File: src/rtl/aec_bus_arbiter_pkg.sv
// Shared state encoding, requester indices and counter sizing for the AEC bus arbiter.
package aec_bus_arbiter_pkg;

  typedef enum logic [1:0] {
    IDLE    = 2'd0,
    STALL   = 2'd1,
    GRANT   = 2'd2,
    RELEASE = 2'd3
  } arb_state_e;

  localparam logic REQ_VIDEO = 1'b0;
  localparam logic REQ_EXP   = 1'b1;

  // Saturating counters need to hold max_val itself; a zero limit still gets one bit.
  function automatic int cnt_width(input int max_val);
    return (max_val < 1) ? 1 : $clog2(max_val + 1);
  endfunction

endpackage

File: src/rtl/arb_prio2.sv
// Two-way fixed-priority winner select; video wins unless the one-shot favour bit
// hands this arbitration to a pending expansion request.
module arb_prio2
  import aec_bus_arbiter_pkg::*;
(
  input  logic [1:0] req,
  input  logic       favour,
  output logic       valid,
  output logic       winner
);

  always_comb begin
    valid = |req;
    if (favour && req[REQ_EXP]) begin
      winner = REQ_EXP;
    end else if (req[REQ_VIDEO]) begin
      winner = REQ_VIDEO;
    end else begin
      winner = REQ_EXP;
    end
  end

endmodule

File: src/rtl/aec_bus_arbiter.sv
// Halts the 6502 core via RDY, waits out its write cycles, then hands the bus to a DMA
// requester by dropping AEC. State advances on the falling edge of phi2 (end of bus cycle).
module aec_bus_arbiter
  import aec_bus_arbiter_pkg::*;
#(
  parameter int MAX_STALL = 3,
  parameter int MAX_GRANT = 64,
  parameter int TURN      = 1
) (
  input  logic       clock,
  input  logic       _reset,
  input  logic       r_w_6502,
  input  logic [1:0] req,
  output logic [1:0] gnt,
  output logic       aec,
  output logic       rdy,
  output logic       timeout
);

  localparam int SW = cnt_width(MAX_STALL);
  localparam int GW = cnt_width(MAX_GRANT);
  localparam int TW = cnt_width(TURN);

  localparam logic [SW-1:0] STALL_LIMIT   = SW'(MAX_STALL);
  localparam logic [GW-1:0] GRANT_LIMIT   = GW'(MAX_GRANT);
  localparam logic [TW-1:0] TURN_LIMIT    = TW'(TURN);
  localparam bit            GRANT_LIMITED = (MAX_GRANT != 0);

  arb_state_e    state_q, state_d;
  logic          winner_q, winner_d;
  logic          favour_q, favour_d;
  logic [SW-1:0] stall_cnt_q, stall_cnt_d, stall_inc;
  logic [GW-1:0] grant_cnt_q, grant_cnt_d, grant_inc;
  logic [TW-1:0] turn_cnt_q, turn_cnt_d, turn_inc;
  logic          aec_q, aec_d;
  logic          rdy_q, rdy_d;
  logic [1:0]    gnt_q, gnt_d;
  logic          timeout_q, timeout_d;
  logic          arb_valid, arb_winner;

  arb_prio2 u_prio (
    .req    (req),
    .favour (favour_q),
    .valid  (arb_valid),
    .winner (arb_winner)
  );

  assign stall_inc = (stall_cnt_q == '1) ? stall_cnt_q : stall_cnt_q + SW'(1);
  assign grant_inc = (grant_cnt_q == '1) ? grant_cnt_q : grant_cnt_q + GW'(1);
  assign turn_inc  = (turn_cnt_q  == '1) ? turn_cnt_q  : turn_cnt_q  + TW'(1);

  always_comb begin
    state_d     = state_q;
    winner_d    = winner_q;
    favour_d    = favour_q;
    stall_cnt_d = stall_cnt_q;
    grant_cnt_d = grant_cnt_q;
    turn_cnt_d  = turn_cnt_q;
    timeout_d   = 1'b0;

    case (state_q)
      IDLE: begin
        if (arb_valid) begin
          state_d     = STALL;
          winner_d    = arb_winner;
          favour_d    = 1'b0;
          stall_cnt_d = '0;
        end
      end
      STALL: begin
        // A requester that gives up before owning the bus never gets a grant cycle.
        if (!req[winner_q]) begin
          if (arb_valid) begin
            winner_d    = arb_winner;
            favour_d    = 1'b0;
            stall_cnt_d = '0;
          end else begin
            state_d = IDLE;
          end
        end else begin
          if (!r_w_6502) begin
            stall_cnt_d = stall_inc;
          end
          if (r_w_6502 || stall_cnt_d >= STALL_LIMIT) begin
            state_d     = GRANT;
            grant_cnt_d = '0;
          end
        end
      end
      GRANT: begin
        grant_cnt_d = grant_inc;
        if (!req[winner_q]) begin
          state_d    = RELEASE;
          turn_cnt_d = '0;
        end else if (GRANT_LIMITED && grant_inc >= GRANT_LIMIT) begin
          state_d    = RELEASE;
          turn_cnt_d = '0;
          timeout_d  = 1'b1;
          if (winner_q == REQ_VIDEO) begin
            favour_d = 1'b1;
          end
        end
      end
      default: begin
        turn_cnt_d = turn_inc;
        if (turn_inc >= TURN_LIMIT) begin
          if (arb_valid) begin
            state_d     = STALL;
            winner_d    = arb_winner;
            favour_d    = 1'b0;
            stall_cnt_d = '0;
          end else begin
            state_d = IDLE;
          end
        end
      end
    endcase

    // Outputs are decoded from the next state so they leave the flops already settled.
    aec_d = (state_d != GRANT);
    rdy_d = (state_d == IDLE);
    gnt_d = 2'b00;
    if (state_d == GRANT) begin
      gnt_d[winner_d] = 1'b1;
    end
  end

  always_ff @(negedge clock or negedge _reset) begin
    if (!_reset) begin
      state_q     <= IDLE;
      winner_q    <= REQ_VIDEO;
      favour_q    <= 1'b0;
      stall_cnt_q <= '0;
      grant_cnt_q <= '0;
      turn_cnt_q  <= '0;
      aec_q       <= 1'b1;
      rdy_q       <= 1'b1;
      gnt_q       <= 2'b00;
      timeout_q   <= 1'b0;
    end else begin
      state_q     <= state_d;
      winner_q    <= winner_d;
      favour_q    <= favour_d;
      stall_cnt_q <= stall_cnt_d;
      grant_cnt_q <= grant_cnt_d;
      turn_cnt_q  <= turn_cnt_d;
      aec_q       <= aec_d;
      rdy_q       <= rdy_d;
      gnt_q       <= gnt_d;
      timeout_q   <= timeout_d;
    end
  end

  assign gnt     = gnt_q;
  assign aec     = aec_q;
  assign rdy     = rdy_q;
  assign timeout = timeout_q;

endmodule
File: config.mk
export PLATFORM = sky130hd
export DESIGN_NAME = aec_bus_arbiter
export DESIGN_NICKNAME = d
export VERILOG_FILES = /design/src/rtl/aec_bus_arbiter_pkg.sv /design/src/rtl/arb_prio2.sv /design/src/rtl/aec_bus_arbiter.sv
export SDC_FILE = /design/constraint.sdc
export NUM_CORES = 1
export LEC_CHECK = 0
export ABC_AREA = 1
export CORE_UTILIZATION = 54
export CTS_CLUSTER_SIZE = 8
export DETAILED_ROUTE_END_ITERATION = 7
export PLACE_DENSITY = 0.86
export SYNTH_ARGS = -nofsm -noshare
export SYNTH_HDL_FRONTEND = slang
export SYNTH_SLANG_ARGS = --single-unit
File: constraint.sdc
create_clock -name clock -period 1.45 [get_ports clock]
set_input_delay 0.3625 -clock clock [delete_from_list [all_inputs] [get_ports clock]]
set_output_delay 0.3625 -clock clock [all_outputs]
set_load 0.03 [all_outputs]
==> Yosys cells after proc, flatten, opt, wreduce, memory -nomap -nowiden <==
Index checks and enable logic that the tools add are counted.
{ "op_classes": {"bitwise": 2, "order_cmp": 6, "reduce_logical": 14, "add_sub_neg": 3, "eq_ne": 13, "n_mux": 46} }
{ "op_table": {"columns": ["op", "count"], "rows": [
  ["$mux 2", 15],
  ["$mux 1", 21],
  ["$mux 7", 3],
  ["$ne 2x2->1 const B", 7],
  ["$pmux 7 s2", 1],
  ["$pmux 2 s3", 2],
  ["$add 7x1->7 const B", 1],
  ["$eq 7x7->1 const B", 1],
  ["$ge 7x7->1 const B", 1],
  ["$eq 2x2->1 const B", 3],
  ["$pmux 1 s3", 2],
  ["$reduce_and 5->1", 1],
  ["$logic_not 2->1", 2],
  ["$lt 1x2->1 const B", 2],
  ["$reduce_and 2->1", 2],
  ["$reduce_bool 4->1", 1],
  ["$reduce_or 2->1", 2],
  ["$ne 3x3->1 const B", 1],
  ["$reduce_and 3->1", 1],
  ["$reduce_bool 3->1", 1],
  ["$add 2x1->2 const B", 1],
  ["$eq 2x1->1 const B", 1],
  ["$ge 1x1->1 const B", 2],
  ["$ge 2x2->1 const B", 1],
  ["other kinds (7)", 9]
]} }
{ "totals": {"output_inout_bits": 5, "inputBits": 5, "reg_bits": 19, "word_cells": 94} }

==> Longest topological paths before layout <==
Gate-level depths: netlist of run 1.
{ "depth": {"word_depth": 12, "mapped_depth": 8, "mapped_depth_nobuf": 8} }

==> By module <==
Synthesis of run 1 repeated with hierarchy kept, for this count alone.
{ "unflattened": {"hier_cells": 111, "area_unflattened_um2": 968.4} }
{ "modules_own_cells": {"columns": ["module", "area_each_um2", "cells_per_inst", "seq_area_each_um2", "instances"], "rows": [
  ["aec_bus_arbiter", 949.7, 106, 452.9, 1],
  ["arb_prio2", 18.8, 5, 0.0, 1]
]} }

==> results.yml, run 1 <==
yosys:
  synth_top_family_by_area: "simple AND/OR/NAND/NOR gates"
  syn_nets: 120
  syn_area_per_cell_um2: 8.671
  synthAdderAreaFrac: 0.01266
  synth_cells: 114
  yosysSeqAreaShare: 0.4582
  yosys.area_share.simple: 0.3494
  synth_mux_area_frac: 0
  synthXorXnorAreaFrac: 0
  synth_compound_area_frac: 0.1139
  yosys_warnings: 0
  synth_cell_types: 24
  synth_area_um2: 988.4
  ys_ff_latch: 18
cells_and_area:
  stdcell_area_mm2: 0.001510
  area.growth.synth_to_final_pct: 52.78
  diodes: 0
  drive_above_1_share: 0.5586
  nets: 152
  layout_common_cells: "16 x dfrtn_1, 14 x buf_6, 12 x nand2_1"
  final_common_cell: "dfrtn_1"
sta:
  setup_viol: 22
  max_slew_margin: 0.8006
  finalWorstSetupSlack_ps: -645.7
  rsz0062_at_grt: "yes"
  hold_viol: 0
  finalClockSkew_ps: 57.37
  drv_slew: 0
  tightest_slew_ps: 298.4
clock_network:
  cts_made_buffers: 3
  clk_latency_ps: 360
  cts-htree-levels: 1
  ctsHoldBuffers: 0
  cts_buffer_depth: 2
  cts.sinks: 18
  cts-root-buf: "clkbuf_4"
  cts_tree: "yes"
  path_clk_slew_ps: 70
detailed_routing:
  dr.pass1.iters: 4
  via_count: 908
  drc_errors: 0
  drt_iter0_drc: 20
  wl_per_cell_um: 16.21
  routed_wl_um: 2756
  via_per_inst: 5.341
  antenna_left: 0
grt:
  grtUsageMet1: 0.3446
  gr-usage-met3: 0.06800
  overflow: 0
  grt_max_degree: 11
  grt.total_usage: 0.3129
  antenna_found_initial: 0
  grt_pass1_wl_um: 4312
  grtUsageMet2: 0.5794
  grt_pass1_vias: 950
  top_usage_layer: "met2"
run:
  maxCapViolCount: 0
floorplan:
  pin_count: 10
  die-width_um: 44.79
  start_util: 0.5725
  coreArea_mm2: 0.001727
  die_y_um: 44.79
  row_count: 15
  die-area_mm2: 0.002006
power:
  vdd_ir_drop_max_uv: 1275
  p_total_uw: 2666
  leakage_uw: 0.0006714
  power_density_mw_per_mm2: 1765
placement:
  placed_cell_area_mm2: 0.001310
  dp_hpwl_um: 1683
  place_congestion: 0.8030
  pre_cts_slack_ps: -1071
  io_buffers: 9
setup_path:
  r2r_slack_ps: 0
  arrival_ps: 1730
  critical_path.top_delay_family: "flip-flops"
  critPathLaunchType: "flip-flop"
  slowest_delay_ps: 520
  path_cells: "buf_6"
  cp_max_fo: 1
  crit_buf_inv: 1
  required_ps: 1090
  path_class: "reg2out"
  cpMaxStageDelayCell: "dfstp_2"
  cp-end-kind: "output pin"
min_path:
  hold_class: "reg2reg"
status:
  outcome: "finished with violations"
  violations: "negative setup slack"
worst paths after layout:
path                                      from  cells past startpoint        endpoint
worst min-delay path            grant_cnt_q[1]                      2  grant_cnt_q[1]
worst min register to register  grant_cnt_q[1]                      2  grant_cnt_q[1]
worst max register to register  grant_cnt_q[0]                      5  grant_cnt_q[3]
min in group asynchronous               _reset                      2  stall_cnt_q[1]
worst max-delay path                       rdy                      1             rdy
max in group asynchronous               _reset                      3        winner_q
power breakdown:
group | switching [µW] | total (µW) | internal (µW)
clock | 179 | 288 | 109
sequential | 177 | 864 | 686
combinational | 890 | 1510 | 624
cell families (layout without fill, tap and decap cells):
kind of cell             count (synthesis)  count (layout)
adder cells (fa/ha/maj)                  1               1
AO/OA/AOI/OAI                           19              19
buffers and inverters                   16              47
flip-flops                              18              18
AND/OR/NAND/NOR                         60              60
per-layer routing:
layer / part of all wire / wire (µm) / vias up
met5: 0 / 0 / -
met4: 0.017 / 48 / 0
met3: 0.044 / 122 / 7
met2: 0.57 / 1583 / 24
met1: 0.36 / 1002 / 444
li1: - / - / 433
repair_timing:
action                                  in CTS  in global routing
endpoints found under the setup margin      23                 21
pin swaps                                   16                  5
buffers inserted                             3                  1
resized for setup                           48                 12
sequential cells by signal, indices dropped and copies added (netlist names):
signal	cells
rdy	1
winner_q	1
aec	1
gnt	2
state_q	2
favour_q	1
timeout	1
grant_cnt_q	7
stall_cnt_q	2
metrics by stage:
| stage | TNS (ps) | std cells | util | hold slack [ps] |
|---|---|---|---|---|
| detailed placement | -19650 | 162 | 0.7587 | 462.8 |
| floorplan | -4080 | 114 | - | 428.6 |
| CTS | -4447 | 169 | 0.8478 | 461.4 |
| global route | -5367 | 170 | 0.8746 | 487.5 |
| global placement | -18850 | 162 | 0.7587 | 457.2 |
| finish | -5048 | 170 | 0.8746 | 461.5 |
synthesized netlist by cell type (all sizes together):
master,n,area [µm²]
inv,15,56.30
clkinv,1,8.760
o21ai,8,43.79
o211ai,1,7.510
nand3,12,90.08
nor2,16,82.58
nand2,28,132.6
nand4,3,33.78
ha,1,12.51
dfrtn,16,400.4
and2,1,6.260
dfstp,2,52.55
a21oi,10,61.31
area by class of cell:
class / instances / area (µm²)
repair buffers: 26 / 280.3
clock buffers: 3 / 22.52
multi-input cells: 80 / 634.4
clock inverters: 3 / 12.51
flip-flops and latches: 18 / 452.9
well taps: 25 / 31.28
fillers: 89 / 216.5
inverters: 15 / 76.32
(Power assumes the default switching activity.)
==> inputs of run 2 (changes only) <==
CORE_MARGIN = 2   (was unset)
==> results.yml, run 2 (synthesis results as in run 1) <==
power:
  leakage_uw: 0.0006674
  power_density_mw_per_mm2: 1757
  vdd_ir_drop_max_uv: 1447
sta:
  finalClockSkew_ps: 70.64
  hold_viol: 0
  max_slew_margin: 0.8227
  rsz0062_at_grt: "yes"
  tightest_slew_ps: 264.8
  drv_slew: 0
  finalWorstSetupSlack_ps: -641.9
  tns_ps: -4789
  setup_viol: 21
cells_and_area:
  nFillCells: 85
  drive_above_1_share: 0.5586
  layout_common_cells: "16 x dfrtn_1, 15 x buf_6, 14 x nand2_1"
  final_common_cell: "dfrtn_1"
  diodes: 0
  fin_util: 0.8855
  largest_reg_flops: 7
  area.growth.synth_to_final_pct: 54.68
  stdcell_area_mm2: 0.001529
  regMostFlops: "grant_cnt_q"
  stdcell_count: 170
  nets: 152
detailed_routing:
  via_per_inst: 5.518
  via_count: 938
  dr.pass1.iters: 5
  drc_errors: 0
  drt_iter0_drc: 24
  wl_per_cell_um: 15.92
  antenna_left: 0
  routed_wl_um: 2706
grt:
  grt.total_usage: 0.2612
  grt_pass1_wl_um: 3891
  antenna_found_initial: 0
  grt_max_degree: 11
  grt_pass1_vias: 884
  overflow: 0
clock_network:
  cts-root-buf: "clkbuf_4"
  path_clk_slew_ps: 80
  cts_buffer_depth: 2
  cts.sinks: 18
  cts_tree: "yes"
  ctsHoldBuffers: 0
  cts_made_buffers: 3
  cts-htree-levels: 1
  clk_latency_ps: 370
floorplan:
  start_util: 0.5725
  die-area_mm2: 0.002189
  coreArea_mm2: 0.001727
  die_y_um: 46.79
  row_count: 15
  pin_count: 10
  die-width_um: 46.79
setup_path:
  cp-end-kind: "output pin"
  cpMaxStageDelayCell: "dfstp_2"
  crit_buf_inv: 1
  critPathLaunchType: "flip-flop"
  path_class: "reg2out"
  slowest_delay_ps: 510
  critical_path.top_delay_family: "flip-flops"
  path_cells: "buf_6"
  required_ps: 1090
  r2r_slack_ps: -100
  cp_max_fo: 1
  arrival_ps: 1730
status:
  violations: "negative setup slack"
  outcome: "finished with violations"
min_path:
  hold_class: "reg2reg"
placement:
  place_inst: 162
  placed_cell_area_mm2: 0.001310
  pre_cts_slack_ps: -1026
  dp_hpwl_um: 1637
  place_congestion: 0.8033
  io_buffers: 9
run:
  maxCapViolCount: 0
run 2: cell counts in the layout (fill, tap and decap cells not counted):
Identical to the previous run, type by type.
run 2: what timing repair did:
item	in CTS	in global routing
endpoints found under the hold margin	0	0
pin swaps	13	6
setup endpoints to repair	23	22
setup buffers	3	1
resized for setup	47	15
run 2: through the flow:
step / total power, µW / hold slack (ps)
after floorplan: 1647 / 428.6
after global placement: 1952 / 459.8
after detailed placement: 1995 / 464.3
after CTS: 2492 / 464.4
after global routing: 2818 / 504.5
final: 2686 / 482.5
run 2: per-layer routing:
layer  routed length, µm  vias to the layer above  GRT usage
li1                    -                      435          -
met1                1085                      452     0.3268
met2                1403                       34     0.4274
met3                 112                       17    0.03077
met4                 105                        0     0.1667
met5                   0                        -          0
run 2: report_power, final:
part           leakage (µW)  internal (µW)  switching, µW  total (µW)
Sequential         0.000236            686            186         871
Clock             0.0000245            109            184         292
Combinational      0.000407            633            889        1520
Total              0.000667           1430           1260        2690
run 2: worst paths after layout:
kind,start,to,depth (start not counted)
max in group asynchronous,_reset,winner_q,3
setup reg to reg,grant_cnt_q[0],gnt[0],6
hold / removal,grant_cnt_q[1],grant_cnt_q[1],2
hold reg to reg,grant_cnt_q[1],grant_cnt_q[1],2
min in group asynchronous,_reset,state_q[1],2
setup / recovery,rdy,rdy,1
run 2: cell type report:
cell class	count	area, µm²	share of cell area
inverter	15	76.32	0.04992
clock inverter	3	12.51	0.008183
clock buffer	3	22.52	0.01473
multi-input combinational	80	649.4	0.4247
tap	25	31.28	0.02046
timing repair buffer	26	284.0	0.1858
sequential	18	452.9	0.2962
run 2: tightest hold or removal path, delay by kind of cell, from the launching register on:
family | cells | cell delay, ps
and+or+nand+nor | 2 | 120
DFF | 1 | 460
